### config.mk
export PLATFORM = sky130hd
export DESIGN_NAME = io_bridge_master
export DESIGN_NICKNAME = d
export VERILOG_FILES = /design/src/rtl/io_bridge_master.sv
export SDC_FILE = /design/constraint.sdc
export NUM_CORES = 1
export LEC_CHECK = 0
export BUFFER_PORTS_ARGS = -buffer_cell sky130_fd_sc_hd__buf_2
export CAP_MARGIN = 25
export CORE_MARGIN = 3
export CORE_UTILIZATION = 45
export CTS_BUF_LIST = sky130_fd_sc_hd__clkbuf_2
export DETAILED_ROUTE_END_ITERATION = 12
export PLACE_DENSITY_LB_ADDON = 0.3
export SLEW_MARGIN = 5
export SYNTH_ARGS = -nofsm -noshare
export SYNTH_HDL_FRONTEND = slang
export SYNTH_SLANG_ARGS = --single-unit
### constraint.sdc
create_clock -name clk -period 1.8 [get_ports clk]
set_input_delay 0.09 -clock clk [delete_from_list [all_inputs] [get_ports clk]]
set_output_delay 0.09 -clock clk [all_outputs]
set_load 0.01 [all_outputs]
### src/rtl/io_bridge_master.sv
// io_bridge_master: UART-driven debug initiator for the J1 IO bus.
// Parses 'R'/'W' command frames from the UART receive side, runs one IO
// bus cycle with J1 timing once the bus is granted, and answers with the
// read word (4 bytes, MSB first) or a '+' acknowledge byte.
module io_bridge_master #(
    parameter int unsigned TIMEOUT = 2500000
) (
    input  logic        clk,
    input  logic        resetq,
    input  logic        rx_valid,
    input  logic [7:0]  rx_data,
    output logic        rx_rd,
    input  logic        tx_busy,
    output logic        tx_wr,
    output logic [7:0]  tx_data,
    output logic        bus_req,
    input  logic        bus_gnt,
    output logic        io_rd,
    output logic        io_wr,
    output logic [15:0] mem_addr,
    output logic [31:0] dout,
    input  logic [31:0] io_din
);

    localparam logic [7:0] CMD_READ  = 8'h52;
    localparam logic [7:0] CMD_WRITE = 8'h57;
    localparam logic [7:0] ACK_BYTE  = 8'h2B;

    localparam int unsigned TW = (TIMEOUT < 2) ? 1 : $clog2(TIMEOUT + 1);
    localparam logic [TW-1:0] TMO_MAX = TW'(TIMEOUT);

    typedef enum logic [3:0] {
        S_IDLE,
        S_CMD,
        S_ADDR,
        S_DATA,
        S_REQ,
        S_RD0,
        S_RD1,
        S_WR,
        S_TX
    } state_t;

    state_t        state_q;
    logic          rx_rd_q;
    logic          tx_wr_q;
    logic          bus_req_q;
    logic          io_rd_q;
    logic          io_wr_q;
    logic [15:0]   mem_addr_q;
    logic [31:0]   dout_q;
    logic          is_wr_q;
    logic [15:0]   addr_sh_q;
    logic [31:0]   data_sh_q;
    logic [1:0]    data_cnt_q;
    logic [31:0]   rdata_q;
    logic [1:0]    tx_cnt_q;
    logic [TW-1:0] tmo_q;

    logic          tx_wr_d;
    logic [7:0]    tx_data_d;

    // A byte is taken only in the receiving states, and never in the cycle
    // right after a consume pulse (the UART has not yet presented the next byte).
    logic in_frame;
    logic take_byte;
    logic tmo_hit;
    logic tx_last;

    assign in_frame  = (state_q == S_CMD) || (state_q == S_ADDR) || (state_q == S_DATA);
    assign take_byte = ((state_q == S_IDLE) || in_frame) && rx_valid && !rx_rd_q;
    assign tmo_hit   = (tmo_q == TMO_MAX);
    assign tx_last   = is_wr_q || (tx_cnt_q == 2'd3);

    // Transmit strobe is decided in the same cycle as tx_busy so a busy UART
    // never sees a launch; it is also held off while reset is asserted.
    always_comb begin
        // NOTE: every always_comb output gets a default first so no latch is inferred.
        tx_wr_d   = 1'b0;
        tx_data_d = 8'h00;
        if (resetq && (state_q == S_TX)) begin
            tx_wr_d = !tx_busy && !tx_wr_q;
            if (is_wr_q) begin
                tx_data_d = ACK_BYTE;
            end else begin
                case (tx_cnt_q)
                    2'd0:    tx_data_d = rdata_q[31:24];
                    2'd1:    tx_data_d = rdata_q[23:16];
                    2'd2:    tx_data_d = rdata_q[15:8];
                    default: tx_data_d = rdata_q[7:0];
                endcase
            end
        end
    end

    // Frame parser, bus sequencer, reply sequencer and inter-byte timeout.
    always_ff @(posedge clk) begin
        // NOTE: sequential state uses non-blocking assignments so every register
        // sees the pre-edge values of the others.
        if (!resetq) begin
            state_q    <= S_IDLE;
            rx_rd_q    <= 1'b0;
            tx_wr_q    <= 1'b0;
            bus_req_q  <= 1'b0;
            io_rd_q    <= 1'b0;
            io_wr_q    <= 1'b0;
            mem_addr_q <= '0;
            dout_q     <= '0;
            is_wr_q    <= 1'b0;
            addr_sh_q  <= '0;
            data_sh_q  <= '0;
            data_cnt_q <= '0;
            rdata_q    <= '0;
            tx_cnt_q   <= '0;
            tmo_q      <= '0;
        end else begin
            rx_rd_q <= take_byte;
            tx_wr_q <= tx_wr_d;
            io_rd_q <= 1'b0;
            io_wr_q <= 1'b0;

            if (take_byte || !in_frame) begin
                tmo_q <= '0;
            end else if (!tmo_hit) begin
                tmo_q <= tmo_q + TW'(1);
            end

            case (state_q)
                S_IDLE: begin
                    // Non-command bytes are consumed and silently dropped.
                    if (take_byte && ((rx_data == CMD_READ) || (rx_data == CMD_WRITE))) begin
                        is_wr_q <= (rx_data == CMD_WRITE);
                        state_q <= S_CMD;
                    end
                end
                S_CMD: begin
                    if (take_byte) begin
                        addr_sh_q <= {addr_sh_q[7:0], rx_data};
                        state_q   <= S_ADDR;
                    end else if (tmo_hit) begin
                        state_q <= S_IDLE;
                    end
                end
                S_ADDR: begin
                    if (take_byte) begin
                        addr_sh_q <= {addr_sh_q[7:0], rx_data};
                        if (is_wr_q) begin
                            data_cnt_q <= 2'd0;
                            state_q    <= S_DATA;
                        end else begin
                            mem_addr_q <= {addr_sh_q[7:0], rx_data};
                            bus_req_q  <= 1'b1;
                            state_q    <= S_REQ;
                        end
                    end else if (tmo_hit) begin
                        state_q <= S_IDLE;
                    end
                end
                S_DATA: begin
                    if (take_byte) begin
                        data_sh_q  <= {data_sh_q[23:0], rx_data};
                        data_cnt_q <= data_cnt_q + 2'd1;
                        if (data_cnt_q == 2'd3) begin
                            mem_addr_q <= addr_sh_q;
                            dout_q     <= {data_sh_q[23:0], rx_data};
                            bus_req_q  <= 1'b1;
                            state_q    <= S_REQ;
                        end
                    end else if (tmo_hit) begin
                        state_q <= S_IDLE;
                    end
                end
                S_REQ: begin
                    if (bus_gnt) begin
                        if (is_wr_q) begin
                            io_wr_q <= 1'b1;
                            state_q <= S_WR;
                        end else begin
                            io_rd_q <= 1'b1;
                            state_q <= S_RD0;
                        end
                    end
                end
                S_RD0: begin
                    state_q <= S_RD1;
                end
                S_RD1: begin
                    // The responder registers read data one cycle after the strobe.
                    rdata_q   <= io_din;
                    bus_req_q <= 1'b0;
                    tx_cnt_q  <= 2'd0;
                    state_q   <= S_TX;
                end
                S_WR: begin
                    bus_req_q <= 1'b0;
                    tx_cnt_q  <= 2'd0;
                    state_q   <= S_TX;
                end
                S_TX: begin
                    if (tx_wr_d) begin
                        tx_cnt_q <= tx_cnt_q + 2'd1;
                        if (tx_last) begin
                            state_q <= S_IDLE;
                        end
                    end
                end
                default: begin
                    state_q <= S_IDLE;
                end
            endcase
        end
    end

    assign rx_rd    = rx_rd_q;
    assign tx_wr    = tx_wr_d;
    assign tx_data  = tx_data_d;
    assign bus_req  = bus_req_q;
    assign io_rd    = io_rd_q;
    assign io_wr    = io_wr_q;
    assign mem_addr = mem_addr_q;
    assign dout     = dout_q;

endmodule

## Word level (Yosys, flattened, before mapping)

Index checks and enable logic that the tools add are counted.

- Bits in registers: 156
- Input bits: 45
- Output and inout bits: 61
- Word-level logic and storage cells: 111

- $add $sub $neg: 3
- Equal/unequal tests: 25
- Mux-type cells: 34
- Bitwise gates (word level): 1
- Reduce and logical (&&, ||, !) cells: 33

Operator list:

| operator | number |
|---|---|
| $mux 16 | 4 |
| $mux 4 | 9 |
| $pmux 16 s2 | 1 |
| $pmux 4 s8 | 1 |
| $pmux 8 s3 | 1 |
| $add 22x1->22 const B | 1 |
| $eq 22x22->1 const B | 1 |
| $eq 4x3->1 const B | 4 |
| $eq 8x7->1 const B | 2 |
| $mux 8 | 2 |
| $reduce_and 5->1 | 3 |
| $ne 2x2->1 const B | 7 |
| $mux 2 | 5 |
| $eq 4x2->1 const B | 2 |
| $pmux 2 s2 | 2 |
| $reduce_and 2->1 | 4 |
| $mux 1 | 7 |
| $eq 2x2->1 const B | 3 |
| $logic_or 1x1->1 | 6 |
| $reduce_and 3->1 | 2 |
| $reduce_or 2->1 | 3 |
| $logic_and 1x1->1 | 5 |
| $add 2x1->2 const B | 2 |
| $eq 4x1->1 const B | 1 |
| other kinds (13) | 18 |

## Logic depth before layout (Yosys ltp)

Gate-level depths: netlist (run 1).

- Word-level depth: 9
- Mapped depth: 8
- Gate-level depth less buffers: 6

## Worst setup path after synthesis (run 1)

No wires, ideal clock.

- Kind: flip-flop to flip-flop
- From: reg tmo_q[2]
- To: reg state_q[0]
- Setup time: 122 ps
- Arrival: 1,552 ps
- Required time: 1,678 ps
- Slack: 126 ps
- Cell stages (with the launch flop): 5
- Path buffers: 0
- Clock period less this slack: 1,674 ps
- Cell sequence: dfxtp_1 > or4b_1 > nor4_4 > nor2_1 > o311a_1

- Word-level cells in the longest chain between the ends: 4
- Elaborated cells between the ends (all ways): 6
- Those cells by class: eq/ne: 1; mux: 5

RTL lines:

| what | line | RTL |
|---|---|---|
| start, declared | 58 | `logic [TW-1:0] tmo_q;` |
| start signal, assigned | 125 | `tmo_q <= tmo_q + TW'(1);` |
| $eq 22x22->1 (*) | 72 | `assign tmo_hit = (tmo_q == TMO_MAX);` |
| $mux 4 (*) | - |  |
| $mux 4 (on tied branches) | - |  |
| $pmux 4 s8 (*) | - |  |
| end signal, assigned | 101 | `state_q <= S_IDLE;` |
| end signal, assigned | 133 | `state_q <= S_CMD;` |
| end signal, assigned | 139 | `state_q <= S_ADDR;` |
| end, declared | 44 | `state_t state_q;` |

Every way passes the cells marked *; elsewhere a longest branch is shown, timed or not.
A chain may end at the register's enable or synchronous reset.

## Worst setup path after layout (run 1)

- From: reg tx_cnt_q[1]
- To: out tx_data[5]

- Word-level cells in the longest chain between the ends: 4
- Elaborated cells between the ends (all ways): 6
- Those cells by class: eq/ne: 2; mux: 3; reduce/logical: 1

RTL lines:

| what | line | RTL |
|---|---|---|
| start, declared | 57 | `logic [1:0] tx_cnt_q;` |
| start signal, assigned | 201 | `tx_cnt_q <= tx_cnt_q + 2'd1;` |
| $eq 2x2->1 (tied with other cells) | 86 | `case (tx_cnt_q)` |
| $pmux 8 s3 (*) | 86 |  |
| $mux 8 (*) | 83 | `if (is_wr_q) begin` |
| $mux 8 (*) | 81 | `if (resetq && (state_q == S_TX)) begin` |
| end, declared | 15 | `output logic [7:0] tx_data,` |

Marked as above.

==> results.sh, run 1 <==
export IMPL_synth_edf_count=0
export IMPL_start_kind="flip-flop"
export IMPL_dr_total_vias=5616
export IMPL_met2_usage_pct=31.7
export IMPL_skew_ns=0.0214
export IMPL_critPathMaxFanout=8
export IMPL_syn_area_per_cell_um2=8.73
export IMPL_finalHoldViolCount=0
export IMPL_violations="setup timing"
export IMPL_die_h_um=128
export IMPL_dieArea_um2=16300
export IMPL_drc_errors=0
export IMPL_clk_latency_ns=0.68
export IMPL_grt_pass1_vias=5408
export IMPL_cts_tree="built"
export IMPL_ir_drop_uv=465
export IMPL_vias_per_cell=5.06
export IMPL_worstMarginPinSlew_ns=0.650
export IMPL_cpPeakStageDelay_ns=0.41
export IMPL_ys_flop_type="dfxtp_1"
export IMPL_die_w_um=128
export IMPL_wl_mm=15.4
export IMPL_rsz0062_at_grt="yes"
export IMPL_clk_pin_slew_worst_paths_ns=0.21
export IMPL_final_common_cell="nand2_1"
export IMPL_h_tree_depth=4
export IMPL_grt_max_degree=65
export IMPL_hp_class="input port to flip-flop"
export IMPL_placement_io_buffers=105
export IMPL_status="complete, but fails checks"
export IMPL_critPathKind="flip-flop to output port"
export IMPL_hpwl_mm=9.87
export IMPL_fmax_mhz=454
export IMPL_drt_iter0_drc=381
export IMPL_synth_area_um2=6640
export IMPL_syn2layout_area_growth_pct=25.5
export IMPL_post_route_min_period_ns=2.20
export IMPL_insertedDiodeCount=0
export IMPL_yosysWarnings=0
export IMPL_critPathBufInv=2
export IMPL_synthDistinctLibCells=45
export IMPL_setup_violations=9
export IMPL_gr_usage_all_layers_pct=19.1
export IMPL_final_seq_area_um2=3140
export IMPL_grt_first_pass_wirelength_mm=25.8
export IMPL_num_rows=43
export IMPL_worstPathArrival_ns=2.11
export IMPL_async_flop_share_pct=0
export IMPL_max_slew_margin_pct=56.1
export IMPL_syn_instance_count=761
export IMPL_pin_count=106
export IMPL_crit_chain="inv_2 > ha_4 > a222oi_1 > mux2_4 > a21oi_2 > buf_2"
export IMPL_ys_seq_elements=156
export IMPL_fin_tns_setup_ns=-3.19
export IMPL_antenna_found_initial=0
export IMPL_routedWlPerCell_um=13.9
export IMPL_critical_path_top_delay_family="flip-flops"
export IMPL_syn_nets=813
export IMPL_multi_input_area_um2=3390
export IMPL_ant_nets=0
export IMPL_initial_core_util_pct=47.0
export IMPL_layout_nets=970
export IMPL_finalPower_w=0.00526
export IMPL_synth_seq_area_share_pct=47.0
export IMPL_top_usage_layer="met2"
export IMPL_final_cell_mix="nand2_1 (209), dfxtp_1 (151), buf_2 (103)"
export IMPL_cts_sinks=156
export IMPL_ctsLongestPathBuffers=2
export IMPL_place_congestion=0.845
export IMPL_worst_slack_ns=-0.403
export IMPL_coreArea_um2=14100
export IMPL_numCtsBuffers=17
export IMPL_firstDrtPassIters=5
export IMPL_final_layout_size_suffix_gt1_share_pct=22.1
export IMPL_p_leak_nw=3.41
export IMPL_grt_ovfl_total=0
export IMPL_drv_cap=0
export IMPL_grt_use_met1_pct=24.8
export IMPL_cellPowerDensity_nw_per_um2=630
export IMPL_num_fill_cells=1281
export IMPL_required_ns=1.71
export IMPL_critPathCaptureType="output port"
export IMPL_drv_slew=0
export IMPL_cts_root_buf="clkbuf_2"
export IMPL_cp_slowest_cell="dfxtp_4"
export IMPL_grt_util_met3_pct=4.93
export IMPL_period_share_pct=122
cells in the mapped netlist, types with 2 or more instances:
| library cell | n | area, um^2 |
|---|---|---|
| nand2b_1 | 2 | 12.5 |
| mux2_2 | 4 | 45.0 |
| nor2b_1 | 23 | 144 |
| buf_6 | 3 | 33.8 |
| o21a_1 | 3 | 22.5 |
| o21ai_0 | 5 | 25.0 |
| buf_2 | 11 | 55.1 |
| dfxtp_1 | 156 | 3120 |
| mux2i_1 | 34 | 340 |
| inv_1 | 14 | 52.6 |
| nand4_1 | 3 | 18.8 |
| nand3_1 | 16 | 80.1 |
| or3_1 | 3 | 18.8 |
| nor4b_1 | 2 | 17.5 |
| nor4_1 | 3 | 18.8 |
| a222oi_1 | 8 | 80.1 |
| a21oi_1 | 14 | 70.1 |
| and4_1 | 5 | 43.8 |
| nor2_1 | 40 | 150 |
| ha_1 | 7 | 87.6 |
| and3_1 | 7 | 43.8 |
| nor3_1 | 8 | 40.0 |
| a21boi_1 | 30 | 225 |
| nand2_1 | 209 | 785 |
| o211a_1 | 17 | 170 |
| clkbuf_1 | 34 | 128 |
| and2_1 | 4 | 25.0 |
| xnor2_1 | 11 | 96.3 |
| buf_4 | 2 | 15.0 |
| a21boi_0 | 60 | 450 |
| xor2_1 | 9 | 78.8 |
repair_timing:
| action | in CTS | in global routing |
|---|---|---|
| gates resized for setup | 42 | 6 |
| buffers inserted | 7 | 4 |
| pin swaps | 13 | 10 |
| hold endpoints to repair | 125 | 0 |
| hold buffers | 45 | 0 |
| gates cloned | 0 | 0 |
| setup endpoints to repair | 9 | 103 |
where the power goes:
part | leakage, nW | internal (W) | total (W) | switching [W]
clock | 0.110 | 0.000341 | 0.00155 | 0.00120
sequential | 1.26 | 0.00346 | 0.00346 | 0.00000199
combinational | 2.04 | 0.000148 | 0.000252 | 0.000103
tightest hold or removal path: stages:
cell and delay, ns:
dlygate4sd3_1 0.53, buf_2 0.12, nand2_1 0.04, a21boi_0 0.07
registers in the layout, summed over array words and instances (netlist names):
name	count
dout	32
rdata_q	32
data_sh_q	24
tmo_q	22
addr_sh_q	16
mem_addr	16
state_q	4
data_cnt_q	2
tx_cnt_q	2
bus_req	1
io_rd	1
io_wr	1
is_wr_q	1
rx_rd	1
tx_wr_q	1
per-layer routing:
metal	vias to the layer above	share of wire, %
met2	104	47
li1	2873	-
met1	2626	47
met5	-	0
met3	13	4.4
met4	0	0.90
kinds of logic (layout without fill, tap and decap cells):
family	count (synthesis)	in the layout	synth area share, %
AND/OR/NAND/NOR	332	332	22.4
AO/OA/AOI/OAI	144	144	16.5
adder cells (fa/ha/maj)	7	7	1.32
XOR/XNOR	20	20	2.64
buffers and inverters	64	232	4.27
multiplexers	38	38	5.80
flip-flops	156	156	47.0
final cells by class:
cell class | instances | share of cell area [%]
timing repair buffer | 188 | 16.4
sequential | 156 | 37.6
clock inverter | 12 | 0.915
inverter | 14 | 0.660
clock buffer | 18 | 1.08
tap | 180 | 2.70
multi-input combinational | 541 | 40.6
worst paths after layout:
| check | depth (start not counted) | start | slack [ns] | endpoint |
|---|---|---|---|---|
| min reg2reg | 2 | data_sh_q[19] | 0.45 | dout[27] |
| min | 4 | io_din[12] | 0.19 | rdata_q[12] |
| max reg2reg | 7 | state_q[2] | 0.10 | state_q[2] |
| max | 6 | tx_cnt_q[1] | -0.40 | tx_data[5] |
per-stage QoR:
step	cells	area (um^2)	setup WS (ns)	hold WS [ns]	util (%)
after global placement	1025	7460	0.146	0.345	52.7
final	1109	8340	-0.403	0.186	58.9
after global routing	1109	8340	-0.616	0.101	58.9
after floorplan	761	6640	0.126	0.225	-
after detailed placement	1025	7460	0.116	0.351	52.7
after CTS	1107	8300	-0.457	0.0866	58.6
(Power assumes the default switching activity.)
==> run 2, diff against run 1 <==
Clock period 1.8 ns to 2.35 ns, I/O delays scaled along.
==> run 2 against run 1 <==
  * Routed wire length is 3.2% higher
  * Via count increased by 1.0%
  * Design area increased by 1.3%
  * Largest power group unchanged
  * Clock skew rose by 0.015 ns
  * Critical path type unchanged
  * Sequential cell count did not move
  * Final cell count up 1.5%
  * Worst setup slack gained 0.39 ns
  * Largest cell class unchanged
  * The run still ends with setup timing left
==> results.sh, run 2 (synthesized netlist as in run 1, its figures left out) <==
export IMPL_syn2layout_area_growth_pct=27.1
export IMPL_post_route_min_period_ns=2.37
export IMPL_clk_pin_slew_worst_paths_ns=0.25
export IMPL_die_w_um=128
export IMPL_r2r_start="state_q[2]"
export IMPL_ant_nets=0
export IMPL_grt_pass1_vias=5591
export IMPL_initial_core_util_pct=47.0
export IMPL_skew_ns=0.0366
export IMPL_num_rows=43
export IMPL_routedWlPerCell_um=14.1
export IMPL_startpoint="tx_cnt_q[1]"
export IMPL_dieArea_um2=16300
export IMPL_hp_class="input port to flip-flop"
export IMPL_finalPower_w=0.00437
export IMPL_placement_io_buffers=105
export IMPL_grt_first_pass_wirelength_mm=26.7
export IMPL_instances_no_fill=1126
export IMPL_period_share_pct=101
export IMPL_setup_violations=1
export IMPL_required_ns=2.23
export IMPL_fin_tns_setup_ns=-0.0164
export IMPL_drv_slew=0
export IMPL_worst_slack_ns=-0.0164
export IMPL_cts_root_buf="clkbuf_2"
export IMPL_final_cell_mix="nand2_1 (208), dfxtp_1 (151), buf_2 (103)"
export IMPL_placed_area_um2=7290
export IMPL_timing_rr_end="rdata_q[9]"
export IMPL_critPathMaxFanout=8
export IMPL_final_common_cell="nand2_1"
export IMPL_cp_endpoint="tx_data[1]"
export IMPL_worstMarginPinSlew_ns=0.665
export IMPL_ir_drop_uv=418
export IMPL_drv_cap=0
export IMPL_hold_start="rx_data[3]"
export IMPL_finalHoldViolCount=0
export IMPL_grt_max_degree=84
export IMPL_grt_ovfl_total=0
export IMPL_drt_iter0_drc=460
export IMPL_num_fill_cells=1263
export IMPL_drc_errors=0
export IMPL_r2r_cells=7
export IMPL_dp_cells=1012
export IMPL_place_congestion=0.787
export IMPL_rsz0062_at_grt="yes"
export IMPL_critPathKind="flip-flop to output port"
export IMPL_worstPathArrival_ns=2.25
export IMPL_insertedDiodeCount=0
export IMPL_die_h_um=128
export IMPL_pin_count=106
export IMPL_clk_latency_ns=0.73
export IMPL_dr_total_vias=5672
export IMPL_cellPowerDensity_nw_per_um2=518
export IMPL_firstDrtPassIters=5
export IMPL_ctsLongestPathBuffers=2
export IMPL_final_area_um2=8440
export IMPL_layout_nets=985
export IMPL_p_leak_nw=3.54
export IMPL_antenna_found_initial=0
export IMPL_gr_usage_all_layers_pct=19.9
export IMPL_cts_tree="built"
export IMPL_critPathCaptureType="output port"
export IMPL_start_kind="flip-flop"
export IMPL_status="complete, but fails checks"
export IMPL_wl_mm=15.9
export IMPL_multi_input_area_um2=3320
export IMPL_cts_sinks=156
export IMPL_violations="setup timing"
export IMPL_final_layout_size_suffix_gt1_share_pct=19.2
export IMPL_fmax_mhz=423
export IMPL_vias_per_cell=5.04
export IMPL_postLayoutCoreUtil_pct=59.7
export IMPL_reg2reg_slack_ns=0.22
export IMPL_numCtsBuffers=17
export IMPL_final_seq_area_um2=3140
export IMPL_coreArea_um2=14100
export IMPL_hpwl_mm=9.61
export IMPL_h_tree_depth=4
export IMPL_max_slew_margin_pct=55.7
run 2: worst max-delay path: stages (launching register included):
cell      delay (ns)
dfxtp_4         0.41
buf_6           0.11
ha_4            0.18
a222oi_1        0.39
mux2_4          0.24
a21oi_2         0.05
buf_2           0.14
run 2: worst min-delay path by stage:
stage                  endpoint  slack (ns)  depth (start not counted)
CTS                     dout[3]        0.12                          4
floorplan               dout[2]        0.25                          2
finish                  dout[3]        0.19                          4
global placement     rdata_q[8]        0.37                          3
detailed placement  rdata_q[24]        0.38                          3
global route            dout[3]        0.15                          4
run 2: cell type report:
type                       instances  area share, %
inverter                          14          0.622
tap                              180           2.67
timing repair buffer             203           17.3
clock inverter                    15           1.93
sequential                       156           37.2
clock buffer                      17           1.01
multi-input combinational        541           39.3
run 2: timing repair:
action	CTS	global route
setup buffers	2	6
hold buffers	74	0
endpoints found under the setup margin	9	9
hold endpoints to repair	81	0
pin swaps	3	9
gates resized for setup	21	7
run 2: metal layers:
| layer | part of all wire, % | GRT usage [%] |
|---|---|---|
| met2 | 48 | 33.7 |
| met3 | 4.7 | 4.39 |
| met5 | 0 | 0 |
| met1 | 46 | 25.6 |
| met4 | 1.3 | 5.87 |
run 2: report_power, final:
part           switching [W]  leakage [nW]  internal, W
registers         0.00000147          1.26      0.00265
logic              0.0000756          2.14     0.000110
clock network        0.00103         0.139     0.000506
run 2: stage by stage:
step,hold slack (ns),worst slack (ns)
after global routing,0.148,-0.148
after global placement,0.373,0.585
final,0.189,-0.0164
after detailed placement,0.377,0.513
after floorplan,0.252,0.676
after CTS,0.120,0.00411
==> run 3, diff against run 2 <==
Settings changed: ABC_AREA set to 1, SLEW_MARGIN 5 to unset.
==> run 3 against run 2 <==
  * The flow now finishes without violations
  * Global-route usage grew 0.54 points
  * Sequential power is essentially flat
  * Hold slack lost 0.045 ns
  * Non-clock buffer count shrank 21
  * Design area shrank 3.1%
  * Count of clock-buffer cells in the layout grew 2
  * Clock skew shrank 0.0033 ns
  * Fmax grew 6.0%
  * Largest cell class is now sequential cells
  * Largest power group unchanged
  * Highest routed layer unchanged
==> results.sh, run 3 <==
export IMPL_synth_common_cells="nor2_1 (174), dfxtp_1 (156), o21ai_0 (125)"
export IMPL_fin_tns_setup_ns=0
export IMPL_firstDrtPassIters=5
export IMPL_vias_per_cell=5.01
export IMPL_skew_ns=0.0332
export IMPL_synth_area_leaders="dfxtp_1 (48%), nor2_1 (10%), o21ai_0 (9.6%)"
export IMPL_post_synth_top_count_cell="nor2_1"
export IMPL_hpwl_mm=10.6
export IMPL_wl_mm=16.2
export IMPL_max_slew_margin_pct=59.5
export IMPL_rsz0062_at_grt="no"
export IMPL_clk_latency_ns=0.74
export IMPL_synth_seq_area_share_pct=47.9
export IMPL_layout_nets=1086
export IMPL_postLayoutCoreUtil_pct=58.3
export IMPL_clk_pin_slew_worst_paths_ns=0.24
export IMPL_p_leak_nw=3.39
export IMPL_syn_instance_count=878
export IMPL_start_kind="flip-flop"
export IMPL_synthDistinctLibCells=33
export IMPL_placement_io_buffers=105
export IMPL_post_route_min_period_ns=2.23
export IMPL_async_flop_share_pct=0
export IMPL_numCtsBuffers=17
export IMPL_num_rows=43
export IMPL_cts_root_buf="clkbuf_2"
export IMPL_required_ns=2.23
export IMPL_synth_area_um2=6520
export IMPL_final_area_um2=8180
export IMPL_placed_area_um2=7180
export IMPL_coreArea_um2=14000
export IMPL_h_tree_depth=4
export IMPL_synth_edf_count=0
export IMPL_setup_violations=0
export IMPL_gr_usage_all_layers_pct=20.5
export IMPL_worstPathArrival_ns=2.11
export IMPL_drv_slew=0
export IMPL_dieArea_um2=16000
export IMPL_grt_max_degree=44
export IMPL_drt_iter0_drc=381
export IMPL_critPathMaxFanout=9
export IMPL_finalHoldViolCount=0
export IMPL_syn_nets=930
export IMPL_grt_ovfl_total=0
export IMPL_die_h_um=126
export IMPL_status="complete, no violations"
export IMPL_syn_area_per_cell_um2=7.43
export IMPL_drv_cap=0
export IMPL_critPathKind="flip-flop to output port"
export IMPL_cts_tree="built"
export IMPL_ys_seq_elements=156
export IMPL_antenna_found_initial=0
export IMPL_worstMarginPinSlew_ns=0.604
export IMPL_die_w_um=126
export IMPL_yosys_area_top_type_share_pct=47.9
export IMPL_hp_class="input port to flip-flop"
export IMPL_ctsLongestPathBuffers=2
export IMPL_fmax_mhz=448
export IMPL_pin_count=106
export IMPL_critPathCaptureType="output port"
export IMPL_place_congestion=0.816
export IMPL_syn2layout_area_growth_pct=25.4
export IMPL_dr_total_vias=6145
export IMPL_insertedDiodeCount=0
export IMPL_final_common_cell="nor2_1"
export IMPL_routedWlPerCell_um=13.2
export IMPL_period_share_pct=95.0
export IMPL_grt_first_pass_wirelength_mm=27.1
export IMPL_initial_core_util_pct=46.4
export IMPL_final_layout_size_suffix_gt1_share_pct=19.1
export IMPL_ys_flop_type="dfxtp_1"
export IMPL_grt_pass1_vias=5649
export IMPL_ant_nets=0
export IMPL_final_cell_mix="nor2_1 (172), dfxtp_1 (150), o21ai_0 (125)"
export IMPL_ir_drop_uv=302
export IMPL_yosysWarnings=0
export IMPL_cellPowerDensity_nw_per_um2=544
export IMPL_yosys_area_top_type="dfxtp_1"
export IMPL_drc_errors=0
export IMPL_cts_sinks=156
run 3: cell types whose count changed after synthesis, sizes merged, moves of 8 or more:
cell / delta
nor2b: -23
inv: +80
mux2i: -34
a21oi: +72
o211a: -17
nor2: +140
a21boi: -90
xnor2: -11
xor2: -8
o21ai: +121
nand4: +9
a211oi: +26
nand2: -107
a222oi: -8
run 3: final cells by class:
class	instances	area [um^2]
clock buffers	19	95.1
well taps	180	225
inverters	95	374
repair inverters	1	5.00
multi-input cells	581	2910
repair buffers	182	1270
clock inverters	13	166
flip-flops and latches	156	3140
fillers	1288	5860
run 3: power breakdown:
part	switching, W	total [W]	internal [W]	leakage, nW
Sequential	0.00000158	0.00265	0.00265	1.26
Combinational	0.0000984	0.000197	0.0000986	1.98
Clock	0.000990	0.00160	0.000609	0.148
Total	0.00109	0.00445	0.00336	3.39
run 3: cell families after synthesis:
kind of cell / count (synthesis) / synth area share [%]
AND/OR/NAND/NOR: 327 / 21.1
XOR/XNOR: 1 / 0.134
buffers and inverters: 141 / 8.88
flip-flops: 156 / 47.9
AO/OA/AOI/OAI: 246 / 20.7
adder cells (fa/ha/maj): 7 / 1.34
run 3: what timing repair did:
item / 4_1_cts / 5_1_grt
buffers inserted: 1 / 3
setup endpoints to repair: 8 / 18
resized for setup: 9 / 25
hold buffers: 58 / 0
endpoints found under the hold margin: 119 / 0
cloned: 0 / 1
run 3: final timing paths:
check | cells after the start | from | slack (ns) | endpoint
max | 6 | tx_cnt_q[0] | 0.12 | tx_data[2]
min | 4 | io_din[10] | 0.14 | rdata_q[10]
max reg2reg | 9 | state_q[2] | 0.22 | rdata_q[8]
min reg2reg | 2 | data_sh_q[19] | 0.45 | dout[27]
run 3: worst max-delay path, cell delays in order (launching register included):
cell	delay [ns]
dfxtp_4	0.43
ha_1	0.21
buf_6	0.15
inv_8	0.08
nor2_1	0.05
a311oi_2	0.27
buf_2	0.19
run 3: layer usage:
metal / share of wire [%] / global-route usage (%) / vias up / wire length [um]
met1: 47 / 27.8 / 2779 / 7630
met4: 1.6 / 6.94 / 0 / 264
met3: 4.4 / 4.63 / 24 / 710
met2: 47 / 32.4 / 151 / 7640
li1: - / - / 3191 / -
met5: 0 / 0 / - / 0
run 3: metrics by stage:
step / setup WS (ns) / hold WS, ns / cells / power (W)
detailed placement: 0.423 / 0.345 / 1132 / 0.00284
finish: 0.119 / 0.145 / 1227 / 0.00445
global route: 0.00174 / 0.0996 / 1227 / 0.00463
floorplan: 0.730 / 0.194 / 878 / 0.00277
global placement: 0.467 / 0.341 / 1132 / 0.00284
CTS: 0.00748 / 0.0504 / 1223 / 0.00449
